File: src/rtl/mcdf_regs_pkg.sv
// -----------------------------------------------------------------------------
// mcdf_regs_pkg
// Shared definitions for the MCDF register block:
//   - cmd_e        : register-bus command encoding (2'b11 is decoded as idle)
//   - address map  : CTRL_BASE, STAT_BASE, ERR_ADDR, ADDR_STRIDE
//   - ctrl_reg_t   : CTRL word layout {len, prio, en} at default field widths
//   - field offsets and reset-value constants used by the channel slices
// Optional feature macro used by the block: MCDF_REGS_ERR_EN
// -----------------------------------------------------------------------------
package mcdf_regs_pkg;

   typedef enum logic [1:0] {
      CMD_IDLE = 2'b00,
      CMD_RD   = 2'b01,
      CMD_WR   = 2'b10
   } cmd_e;

   localparam logic [31:0] CTRL_BASE   = 32'h0000_0000;
   localparam logic [31:0] STAT_BASE   = 32'h0000_0040;
   localparam logic [31:0] ERR_ADDR    = 32'h0000_0080;
   localparam logic [31:0] ADDR_STRIDE = 32'd4;

   // Up to 16 channels, so a 4-bit channel index covers every register bank.
   localparam int IDX_W = 4;

   localparam int DEF_PRIO_W = 2;
   localparam int DEF_LEN_W  = 3;

   typedef struct packed {
      logic [DEF_LEN_W-1:0]  len;
      logic [DEF_PRIO_W-1:0] prio;
      logic                  en;
   } ctrl_reg_t;

   localparam int CTRL_EN_BIT   = 0;
   localparam int CTRL_PRIO_LSB = 1;

   // The len field sits directly above the prio field, whatever its width.
   function automatic int ctrlLenLsb(input int prioW);
      return prioW + 1;
   endfunction

   localparam logic RST_EN      = 1'b1;
   localparam logic RST_PENDING = 1'b0;

   localparam ctrl_reg_t CTRL_RST = '{len: '0, prio: '1, en: RST_EN};

endpackage

File: src/rtl/mcdf_regs_ch_slice.sv
// -----------------------------------------------------------------------------
// mcdf_regs_ch_slice
// Per-channel CTRL storage: shadow word (what software last wrote and reads
// back), active word (what drives the channel) and a pending flag. Pending
// shadow values are promoted to active only while the channel is idle between
// packets; a write that clears the enable bit takes effect immediately.
// Ports:
//   clk, rst    clock, asynchronous active-high reset
//   i_wrEn      write strobe for this channel's CTRL register
//   i_wrData    CTRL word being written
//   i_idle      channel is between packets (commit allowed)
//   o_shadow    shadow word, used for CTRL read-back
//   o_en        active enable
//   o_prio      active priority
//   o_len       active packet-length code
// -----------------------------------------------------------------------------
module mcdf_regs_ch_slice
   import mcdf_regs_pkg::*;
#(
   parameter int PRIO_W = 2,
   parameter int LEN_W  = 3
) (
   input  logic                      clk,
   input  logic                      rst,
   input  logic                      i_wrEn,
   input  logic [PRIO_W+LEN_W:0]     i_wrData,
   input  logic                      i_idle,
   output logic [PRIO_W+LEN_W:0]     o_shadow,
   output logic                      o_en,
   output logic [PRIO_W-1:0]         o_prio,
   output logic [LEN_W-1:0]          o_len
);

   localparam int CTRL_W  = 1 + PRIO_W + LEN_W;
   localparam int LEN_LSB = ctrlLenLsb(PRIO_W);
   localparam logic [CTRL_W-1:0] RST_WORD = {{LEN_W{1'b0}}, {PRIO_W{1'b1}}, RST_EN};

   logic [CTRL_W-1:0] r_shadow;
   logic [CTRL_W-1:0] r_active;
   logic              r_pending;

   // A write always lands in the shadow. Disabling writes go straight through
   // to the active word so a channel can be stopped mid-packet; any other
   // write waits for the channel to go idle. A write in the same cycle as an
   // idle commit wins, so the newest value is what eventually gets committed.
   always_ff @(posedge clk or posedge rst) begin
      if (rst) begin
         r_shadow  <= RST_WORD;
         r_active  <= RST_WORD;
         r_pending <= RST_PENDING;
      end else if (i_wrEn) begin
         r_shadow <= i_wrData;
         if (!i_wrData[CTRL_EN_BIT]) begin
            r_active  <= i_wrData;
            r_pending <= 1'b0;
         end else begin
            r_pending <= 1'b1;
         end
      end else if (r_pending && i_idle) begin
         r_active  <= r_shadow;
         r_pending <= 1'b0;
      end
   end

   assign o_shadow = r_shadow;
   assign o_en     = r_active[CTRL_EN_BIT];
   assign o_prio   = r_active[CTRL_PRIO_LSB +: PRIO_W];
   assign o_len    = r_active[LEN_LSB +: LEN_W];

endmodule

File: src/rtl/mcdf_regs_multi_ch.sv
// -----------------------------------------------------------------------------
// mcdf_regs_multi_ch
// MCDF control/status register block for CH_NUM slave channels. Decodes the
// cmd/addr/data register bus into per-channel CTRL slices, returns FIFO
// availability through STAT registers and provides a registered read port.
// Optional error register and interrupt enabled by defining MCDF_REGS_ERR_EN.
// Ports:
//   clk, rst        clock, asynchronous active-high reset
//   i_cmd           00 idle, 01 read, 10 write, 11 idle
//   i_cmd_addr      register byte address
//   i_cmd_data_w    write data
//   o_cmd_data_r    read data, one cycle after the read command, held
//   i_ch_avail      per-channel free FIFO slots, AVAIL_W bits each
//   i_ch_idle       per-channel packet-boundary flag
//   o_ch_en         active enable per channel
//   o_ch_prio       active priority per channel (0 = highest)
//   o_ch_len        active packet-length code per channel
//   o_err_irq       sticky error interrupt (MCDF_REGS_ERR_EN builds only)
// -----------------------------------------------------------------------------
module mcdf_regs_multi_ch
   import mcdf_regs_pkg::*;
#(
   parameter int CH_NUM     = 3,
   parameter int ADDR_W     = 8,
   parameter int DATA_W     = 32,
   parameter int FIFO_DEPTH = 32,
   parameter int PRIO_W     = 2,
   parameter int LEN_W      = 3,
   localparam int AVAIL_W   = $clog2(FIFO_DEPTH) + 1
) (
   input  logic                        clk,
   input  logic                        rst,
   input  logic [1:0]                  i_cmd,
   input  logic [ADDR_W-1:0]           i_cmd_addr,
   input  logic [DATA_W-1:0]           i_cmd_data_w,
   output logic [DATA_W-1:0]           o_cmd_data_r,
   input  logic [CH_NUM*AVAIL_W-1:0]   i_ch_avail,
   input  logic [CH_NUM-1:0]           i_ch_idle,
   output logic [CH_NUM-1:0]           o_ch_en,
   output logic [CH_NUM*PRIO_W-1:0]    o_ch_prio,
   output logic [CH_NUM*LEN_W-1:0]     o_ch_len
`ifdef MCDF_REGS_ERR_EN
   ,
   output logic                        o_err_irq
`endif
);

   localparam int CTRL_W = 1 + PRIO_W + LEN_W;
   localparam logic [31:0] BANK_SPAN = ADDR_STRIDE * 32'(CH_NUM);

   logic              w_isRd;
   logic              w_isWr;
   logic [31:0]       w_addr32;
   logic [31:0]       w_ctrlOff;
   logic [31:0]       w_statOff;
   logic              w_ctrlHit;
   logic              w_statHit;
   logic [IDX_W-1:0]  w_ctrlIdx;
   logic [IDX_W-1:0]  w_statIdx;
   logic [CH_NUM-1:0] w_wrSel;
   logic [CTRL_W-1:0] w_shadow [CH_NUM];
   logic [DATA_W-1:0] w_rdData;
   logic [DATA_W-1:0] r_cmdDataR;
   logic              w_unusedBits;

   assign w_isRd = (i_cmd == CMD_RD);
   assign w_isWr = (i_cmd == CMD_WR);

   // Offsets are taken relative to each bank base; an address below the base
   // wraps to a huge value and simply fails the span check.
   assign w_addr32  = 32'(i_cmd_addr);
   assign w_ctrlOff = w_addr32 - CTRL_BASE;
   assign w_statOff = w_addr32 - STAT_BASE;
   assign w_ctrlHit = (w_ctrlOff < BANK_SPAN) && (w_ctrlOff[1:0] == 2'b00);
   assign w_statHit = (w_statOff < BANK_SPAN) && (w_statOff[1:0] == 2'b00);
   assign w_ctrlIdx = w_ctrlOff[IDX_W+1:2];
   assign w_statIdx = w_statOff[IDX_W+1:2];

   // Only the CTRL field bits (and the ERR clear bits) of the write word matter.
   assign w_unusedBits = ^i_cmd_data_w;

   for (genvar gi = 0; gi < CH_NUM; gi++) begin : g_ch
      assign w_wrSel[gi] = w_isWr && w_ctrlHit && (w_ctrlIdx == IDX_W'(gi));

      mcdf_regs_ch_slice #(
         .PRIO_W (PRIO_W),
         .LEN_W  (LEN_W)
      ) u_slice (
         .clk      (clk),
         .rst      (rst),
         .i_wrEn   (w_wrSel[gi]),
         .i_wrData (i_cmd_data_w[CTRL_W-1:0]),
         .i_idle   (i_ch_idle[gi]),
         .o_shadow (w_shadow[gi]),
         .o_en     (o_ch_en[gi]),
         .o_prio   (o_ch_prio[gi*PRIO_W +: PRIO_W]),
         .o_len    (o_ch_len[gi*LEN_W +: LEN_W])
      );
   end

`ifdef MCDF_REGS_ERR_EN
   logic       w_errHit;
   logic       w_unmapped;
   logic [1:0] w_errNext;
   logic [1:0] r_err;
   logic       r_errIrq;

   assign w_errHit   = (w_addr32 == ERR_ADDR);
   assign w_unmapped = (w_isRd || w_isWr) && !(w_ctrlHit || w_statHit || w_errHit);

   // Error flags are sticky and cleared by writing 1s to ERR. Setting is
   // applied after clearing so a new error in the clearing cycle is kept.
   always_comb begin
      w_errNext = r_err;
      if (w_isWr && w_errHit) begin
         w_errNext = r_err & ~i_cmd_data_w[1:0];
      end
      if (w_unmapped) begin
         w_errNext[0] = 1'b1;
      end
      if (w_isWr && w_statHit) begin
         w_errNext[1] = 1'b1;
      end
   end

   // The interrupt is registered from the next flag value so it tracks the
   // ERR register cycle for cycle.
   always_ff @(posedge clk or posedge rst) begin
      if (rst) begin
         r_err    <= 2'b00;
         r_errIrq <= 1'b0;
      end else begin
         r_err    <= w_errNext;
         r_errIrq <= |w_errNext;
      end
   end

   assign o_err_irq = r_errIrq;
`endif

   // Read mux: CTRL returns the shadow word so software sees its own write
   // immediately, STAT samples the live FIFO level, everything else reads 0.
   always_comb begin
      w_rdData = '0;
      for (int i = 0; i < CH_NUM; i++) begin
         if (w_ctrlHit && (w_ctrlIdx == IDX_W'(i))) begin
            w_rdData = DATA_W'(w_shadow[i]);
         end
         if (w_statHit && (w_statIdx == IDX_W'(i))) begin
            w_rdData = DATA_W'(i_ch_avail[i*AVAIL_W +: AVAIL_W]);
         end
      end
`ifdef MCDF_REGS_ERR_EN
      if (w_errHit) begin
         w_rdData = DATA_W'(r_err);
      end
`endif
   end

   // Read data is captured only on read cycles and held otherwise.
   always_ff @(posedge clk or posedge rst) begin
      if (rst) begin
         r_cmdDataR <= '0;
      end else if (w_isRd) begin
         r_cmdDataR <= w_rdData;
      end
   end

   assign o_cmd_data_r = r_cmdDataR;

endmodule

File: config.mk
export PLATFORM = sky130hd
export DESIGN_NAME = mcdf_regs_multi_ch
export DESIGN_NICKNAME = d
export VERILOG_FILES = /design/src/rtl/mcdf_regs_pkg.sv /design/src/rtl/mcdf_regs_ch_slice.sv /design/src/rtl/mcdf_regs_multi_ch.sv
export SDC_FILE = /design/constraint.sdc
export NUM_CORES = 1
export LEC_CHECK = 0
export CAP_MARGIN = 20
export CELL_PAD_IN_SITES_DETAIL_PLACEMENT = 0
export CELL_PAD_IN_SITES_GLOBAL_PLACEMENT = 1
export CORE_MARGIN = 2
export CORE_UTILIZATION = 28
export DETAILED_ROUTE_END_ITERATION = 7
export MAX_ROUTING_LAYER = met4
export PLACE_DENSITY_LB_ADDON = 0.1
export SETUP_SLACK_MARGIN = 0.4
export SLEW_MARGIN = 30
export SYNTH_ARGS = -nofsm -noshare
export SYNTH_HDL_FRONTEND = slang
export SYNTH_HIERARCHICAL = 1
export SYNTH_SLANG_ARGS = --single-unit
File: constraint.sdc
create_clock -name clk -period 1.42 [get_ports clk]
set_clock_uncertainty 0.15 [all_clocks]
set_input_delay 0.284 -clock clk [delete_from_list [all_inputs] [get_ports clk]]
set_output_delay 0.284 -clock clk [all_outputs]
set_load 0.02 [all_outputs]
==> impl_metrics.ini, run 1 <==
[run_status]
status = finished, violations left
violations = negative setup slack

[setup_path]
crit_required_ns = 1.46
critPathSlowestCell = or4_4
critPathLaunch = i_cmd_addr[4]
arrival_ns = 2.13
max_stage_delay_ns = 0.53
startpoint_type = input port
crit_path_frequent_cell = buf_6
worst_path_dominant_cell_family = simple AND/OR/NAND/NOR gates
reg2reg_depth = 3
critPathKind = in2reg
critPathCaptureType = register
crit_path_cell_trace = buf_6, or4_4, or2_4, buf_6, nor4_4, buf_12, buf_4, mux2_4
crit-reg2reg-launch = g_ch[0].u_slice/o_shadow[3]
crit_cells = 8
critPathMaxFanout = 9
cp.buffers_inverters = 4

[placement]
post-place-ws_ns = -1.43
place_hpwl_um = 5290
gp_congestion = 0.762
dpl.cell_count = 442
port_buffers = 62

[die]
rows = 34
initial_utilization = 0.288
dieArea_um2 = 9740
die_h_um = 98.7
io_pins = 115
coreArea_um2 = 8720
die_w_um = 98.7

[power_and_ir_drop]
ir_drop_uv = 360
power_density_nw_per_um2 = 713
p_leak_nw = 1.98

[sta]
fin_crit_sh = 1.47
fmax_mhz = 479
worst_slack_ns = -0.669
period_minus_slack_ns = 2.09
final-setup-viol-count = 45
report.final.slew_viol_count = 0
hold-worst-slack_ns = 0.230
rsz0062_at_grt = yes
finalHoldViolations = 0

[clock_network]
path_clk_slew_ns = 0.09
cts.sinks = 45
clk_path_buf_depth = 2
worstSkewPairLatency_ns = 0.30
ctsHtreeMaxLevel = 2
cts_tree = yes
cts_made_buffers = 5
cts_root_buf = clkbuf_8

[finish]
area_delta_synth_final_pct = 65.5
n_fill_cell = 845
layout_common_cells = 47 x buf_4, 43 x buf_6, 32 x clkdlybuf4s50_1
drive_gt1_frac = 0.508
n_antenna_cell = 0
final_common_cell = buf_4
seq_area_um2 = 1150
layout.nets = 440
multi_input_area_um2 = 1470
stdcell_count = 484
fin_util = 0.477

[run]
max_cap_viol_count = 0

[synth]
async_reset_ff_frac = 1.00
yosysSeqAreaShare = 0.457
yosysWarnings = 6
yosysUniqueCellTypes = 40
synth_ff_type = dfrtp_1
syn_area_um2 = 2510
synthCells = 246
synth_edf_count = 0
synth_seq_cells = 45
avgSynthCellArea_um2 = 10.2

[drt]
vias_per_cell = 4.49
first_pass_iters = 4
vias = 2175
ant_nets = 0
wl_per_cell_um = 15.3
routed_wl_um = 7410
drc_errors = 0
drtIter0Drc = 68

[grt]
grt_pass1_wl_um = 11600
gr-total-overflow = 0
grt_max_degree = 15
grt_usage = 0.157
antenna_found_initial = 0
grt_pass1_vias = 2152

[worst_hold_path]
hold_path_class = in2async
## flip-flops by register name, indices dropped and copies added (netlist names)
name	cells
g_ch.u_slice/o_shadow	18
g_ch.u_slice/r_active	18
o_cmd_data_r	6
g_ch.u_slice/r_pending	3
## Yosys cell counts (3+ instances only)
library cell | n | area [um^2]
dfrtp_1 | 27 | 676
buf_4 | 26 | 195
a21oi_1 | 20 | 100
nor2_1 | 19 | 71.3
dfstp_2 | 18 | 473
mux2_2 | 16 | 180
o21ai_0 | 16 | 80.1
o22ai_1 | 15 | 93.8
nand2b_1 | 14 | 87.6
nand2_1 | 10 | 37.5
mux2i_1 | 9 | 90.1
inv_1 | 8 | 30.0
clkbuf_1 | 5 | 18.8
a31o_2 | 3 | 26.3
and2b_2 | 3 | 26.3
buf_6 | 3 | 33.8
nand3_1 | 3 | 15.0
nand3b_4 | 3 | 60.1
nor2b_1 | 3 | 18.8
o22a_1 | 3 | 26.3
## cells by family after synthesis
kind of cell | Yosys count | share of synthesized area
compound gates | 65 | 0.156
buf+inv | 43 | 0.113
flops | 45 | 0.457
mux | 26 | 0.117
other cells | 1 | 0.00149
simple gates | 66 | 0.156
## where the power goes
group          internal, mW  switching [mW]  total (mW)
Sequential             1.34          0.0363        1.38
Clock                 0.529           0.465       0.994
Combinational         0.298           0.295       0.593
Total                  2.17           0.796        2.96
## metrics by stage
stage	total power, mW	setup TNS, ns	cell area (um^2)
after floorplan	1.69	-28.08	2700
after global placement	1.93	-55.45	3490
after detailed placement	1.93	-56.29	3490
after CTS	3.00	-27.89	3930
after global routing	3.10	-28.31	4160
final	2.96	-25.76	4160
## path summary, 6_finish.rpt
check | endpoint | slack, ns
setup / recovery | g_ch[1].u_slice/o_shadow[5] | -0.67
hold / removal | o_cmd_data_r[1] | 0.23
setup reg to reg | o_cmd_data_r[3] | -0.13
hold reg to reg | g_ch[0].u_slice/o_shadow[0] | 0.35
max in group asynchronous | g_ch[0].u_slice/o_shadow[0] | 0.61
min in group clk | g_ch[0].u_slice/o_shadow[0] | 0.35
## metal layers
layer,up-vias,track usage,routed length (um)
li1,1085,-,-
met1,1035,0.217,3440
met2,48,0.246,3680
met3,7,0.0241,212
met4,0,0.0316,70
met5,-,-,0
## worst reg2reg max path, cell delays in order (launching register included)
cell     delay (ns)
dfrtp_1        0.39
mux4_2         0.50
nor4b_4        0.15
a211o_1        0.26
## layout make-up
cell class / instances / share of cell area
Sequential cell: 45 / 0.276
Multi-Input combinational cell: 185 / 0.354
Timing Repair Buffer: 130 / 0.303
Clock inverter: 2 / 0.00933
Clock buffer: 6 / 0.0175
Inverter: 8 / 0.00722
Tap cell: 108 / 0.0325
## what timing repair did
item | 4_1_cts | 5_1_grt
endpoints found under the setup margin | 69 | 69
pin swaps | 9 | 11
buffers inserted | 17 | 15
hold buffers | 0 | 0
cloned | 2 | 0
gates resized for setup | 199 | 29
No activity file was read; power rests on OpenSTA's default activity.
==> run 2, diff against run 1 <==
--- a/config.mk
+++ b/config.mk
@@ -13,7 +13,6 @@
 export DETAILED_ROUTE_END_ITERATION = 7
 export MAX_ROUTING_LAYER = met4
 export PLACE_DENSITY_LB_ADDON = 0.1
-export SETUP_SLACK_MARGIN = 0.4
 export SLEW_MARGIN = 30
 export SYNTH_ARGS = -nofsm -noshare
 export SYNTH_HDL_FRONTEND = slang
==> impl_metrics.ini, run 2 (synthesis results as in run 1) <==
[run_status]
status = finished, violations left
violations = negative setup slack

[setup_path]
critPathCaptureType = register
rrSetupSlack_ns = -0.15
critPathMaxFanout = 9
crit_required_ns = 1.46
arrival_ns = 2.13
reg2reg_to = o_cmd_data_r[3]
startpoint_type = input port
critPathKind = in2reg
reg2reg_depth = 3
crit-reg2reg-launch = g_ch[0].u_slice/o_shadow[3]

[power_and_ir_drop]
power_density_nw_per_um2 = 730
p_int_mw = 2.14
pwr-share-comb = 0.192
p_leak_nw = 1.88
net-switching-power_mw = 0.785
clockPowerShare = 0.338
ir_drop_uv = 360
swShare = 0.268
power_frac_seq = 0.470

[sta]
hold-worst-slack_ns = 0.236
finalHoldViolations = 0
fin_crit_sh = 1.47
rsz0062_at_grt = yes
report.final.slew_viol_count = 0
period_minus_slack_ns = 2.09
fmax_mhz = 479
final-setup-viol-count = 45
worst_slack_ns = -0.669

[finish]
seq_area_um2 = 1150
multi_input_area_um2 = 1460
layout.nets = 428
n_antenna_cell = 0
n_fill_cell = 845
layout_common_cells = 36 x buf_4, 32 x clkdlybuf4s50_1, 27 x dfrtp_1, 27 x buf_6, 26 x conb_1
final_common_cell = buf_4
area_delta_synth_final_pct = 59.6
stdcell_area_um2 = 4010
drive_gt1_frac = 0.486

[run]
max_cap_viol_count = 0

[grt]
grt_usage = 0.156
grt_pass1_vias = 2112
grt_max_degree = 15
antenna_found_initial = 0
grt_pass1_wl_um = 11500
gr-total-overflow = 0

[clock_network]
cts.sinks = 45
cts_root_buf = clkbuf_8
ctsHoldBuffers = 0
path_clk_slew_ns = 0.09
ctsHtreeMaxLevel = 2
cts_tree = yes
worstSkewPairLatency_ns = 0.30
clk_path_buf_depth = 2
cts_made_buffers = 5

[die]
initial_utilization = 0.288
io_pins = 115
dieArea_um2 = 9740
rows = 34
die_h_um = 98.7
coreArea_um2 = 8720
die_w_um = 98.7

[drt]
vias_per_cell = 4.53
drc_errors = 0
drtIter0Drc = 74
first_pass_iters = 4
routed_wl_um = 7300
wl_per_cell_um = 15.5
ant_nets = 0
vias = 2140

[worst_hold_path]
hold_path_class = in2async

[placement]
place_hpwl_um = 5290
port_buffers = 62
gp_congestion = 0.762
post_dp_cell_area_um2 = 3490
[run 2: cell types whose count changed in the layout (fill, tap and decap cells not counted)]
cell | previous run | this run
a21oi_1 | 11 | 12
a21oi_2 | 9 | 8
buf_2 | 2 | 8
buf_4 | 47 | 36
buf_6 | 43 | 27
clkbuf_2 | 0 | 1
clkdlybuf4s15_2 | 0 | 8
o21ai_0 | 7 | 8
o21ai_1 | 6 | 5
o22ai_1 | 7 | 8
o22ai_2 | 8 | 7
[run 2: what timing repair did]
item | in CTS | in global routing
cloned | 2 | 0
endpoints found under the setup margin | 69 | 60
resized for setup | 145 | 40
pin swaps | 9 | 11
setup buffers | 10 | 11
[run 2: stage by stage]
step	utilization	std cells	power, mW	setup WS, ns	setup TNS, ns
3_3_place_gp	0.400	442	1.93	-1.37	-55.45
4_1_cts	0.440	461	2.97	-0.742	-27.69
3_5_place_dp	0.400	442	1.93	-1.43	-56.29
5_1_grt	0.460	472	3.06	-0.748	-28.04
6_report	0.460	472	2.93	-0.669	-24.95
2_1_floorplan	-	271	1.69	-0.800	-28.08
[run 2: worst max path at each step]
stage	start	endpoint	slack, ns	depth (start not counted)
CTS	i_cmd_addr[4]	g_ch[2].u_slice/r_active[2]	-0.74	10
global route	i_cmd_addr[4]	g_ch[1].u_slice/r_active[1]	-0.75	9
finish	i_cmd_addr[4]	g_ch[1].u_slice/o_shadow[4]	-0.67	8
detailed placement	i_cmd_addr[1]	g_ch[0].u_slice/r_active[4]	-1.43	8
floorplan	i_cmd_addr[1]	g_ch[0].u_slice/o_shadow[3]	-0.80	7
global placement	i_cmd_addr[1]	g_ch[0].u_slice/r_active[5]	-1.37	8
[run 2: critical path: stages]
cell    delay [ns]
buf_6         0.09
or4_4         0.53
or2_4         0.28
buf_6         0.13
nor4_4        0.26
buf_12        0.16
buf_4         0.11
mux2_4        0.28
[run 2: layout make-up]
cell class / count / area share
inverters: 8 / 0.00749
clock inverters: 2 / 0.00968
clock buffers: 6 / 0.0181
flip-flops and latches: 45 / 0.287
well taps: 108 / 0.0337
repair buffers: 118 / 0.280
multi-input cells: 185 / 0.365
[run 2: power groups by stage]
stage                     Clock, mW  Sequential, mW  Combinational, mW
final                         0.990            1.37              0.562
after global routing           1.08            1.38              0.605
after CTS                      1.05            1.37              0.552
after detailed placement          0            1.40              0.538
after global placement            0            1.40              0.537
after floorplan                   0            1.43              0.260
[run 2: layer usage]
metal | global-route usage | up-vias | part of all wire
li1 | - | 1060 | -
met1 | 0.214 | 1022 | 0.47
met2 | 0.246 | 53 | 0.49
met3 | 0.0241 | 5 | 0.031
met4 | 0.0316 | 0 | 0.0066
met5 | - | - | 0
==> run 3, diff against run 2 <==
--- a/config.mk
+++ b/config.mk
@@ -5,7 +5,7 @@
 export SDC_FILE = /design/constraint.sdc
 export NUM_CORES = 1
 export LEC_CHECK = 0
-export CAP_MARGIN = 20
+export CAP_MARGIN = 0
 export CELL_PAD_IN_SITES_DETAIL_PLACEMENT = 0
 export CELL_PAD_IN_SITES_GLOBAL_PLACEMENT = 1
 export CORE_MARGIN = 2
==> results of run 3 <==
Final layout, timing and power as in run 2 (identical DEF).
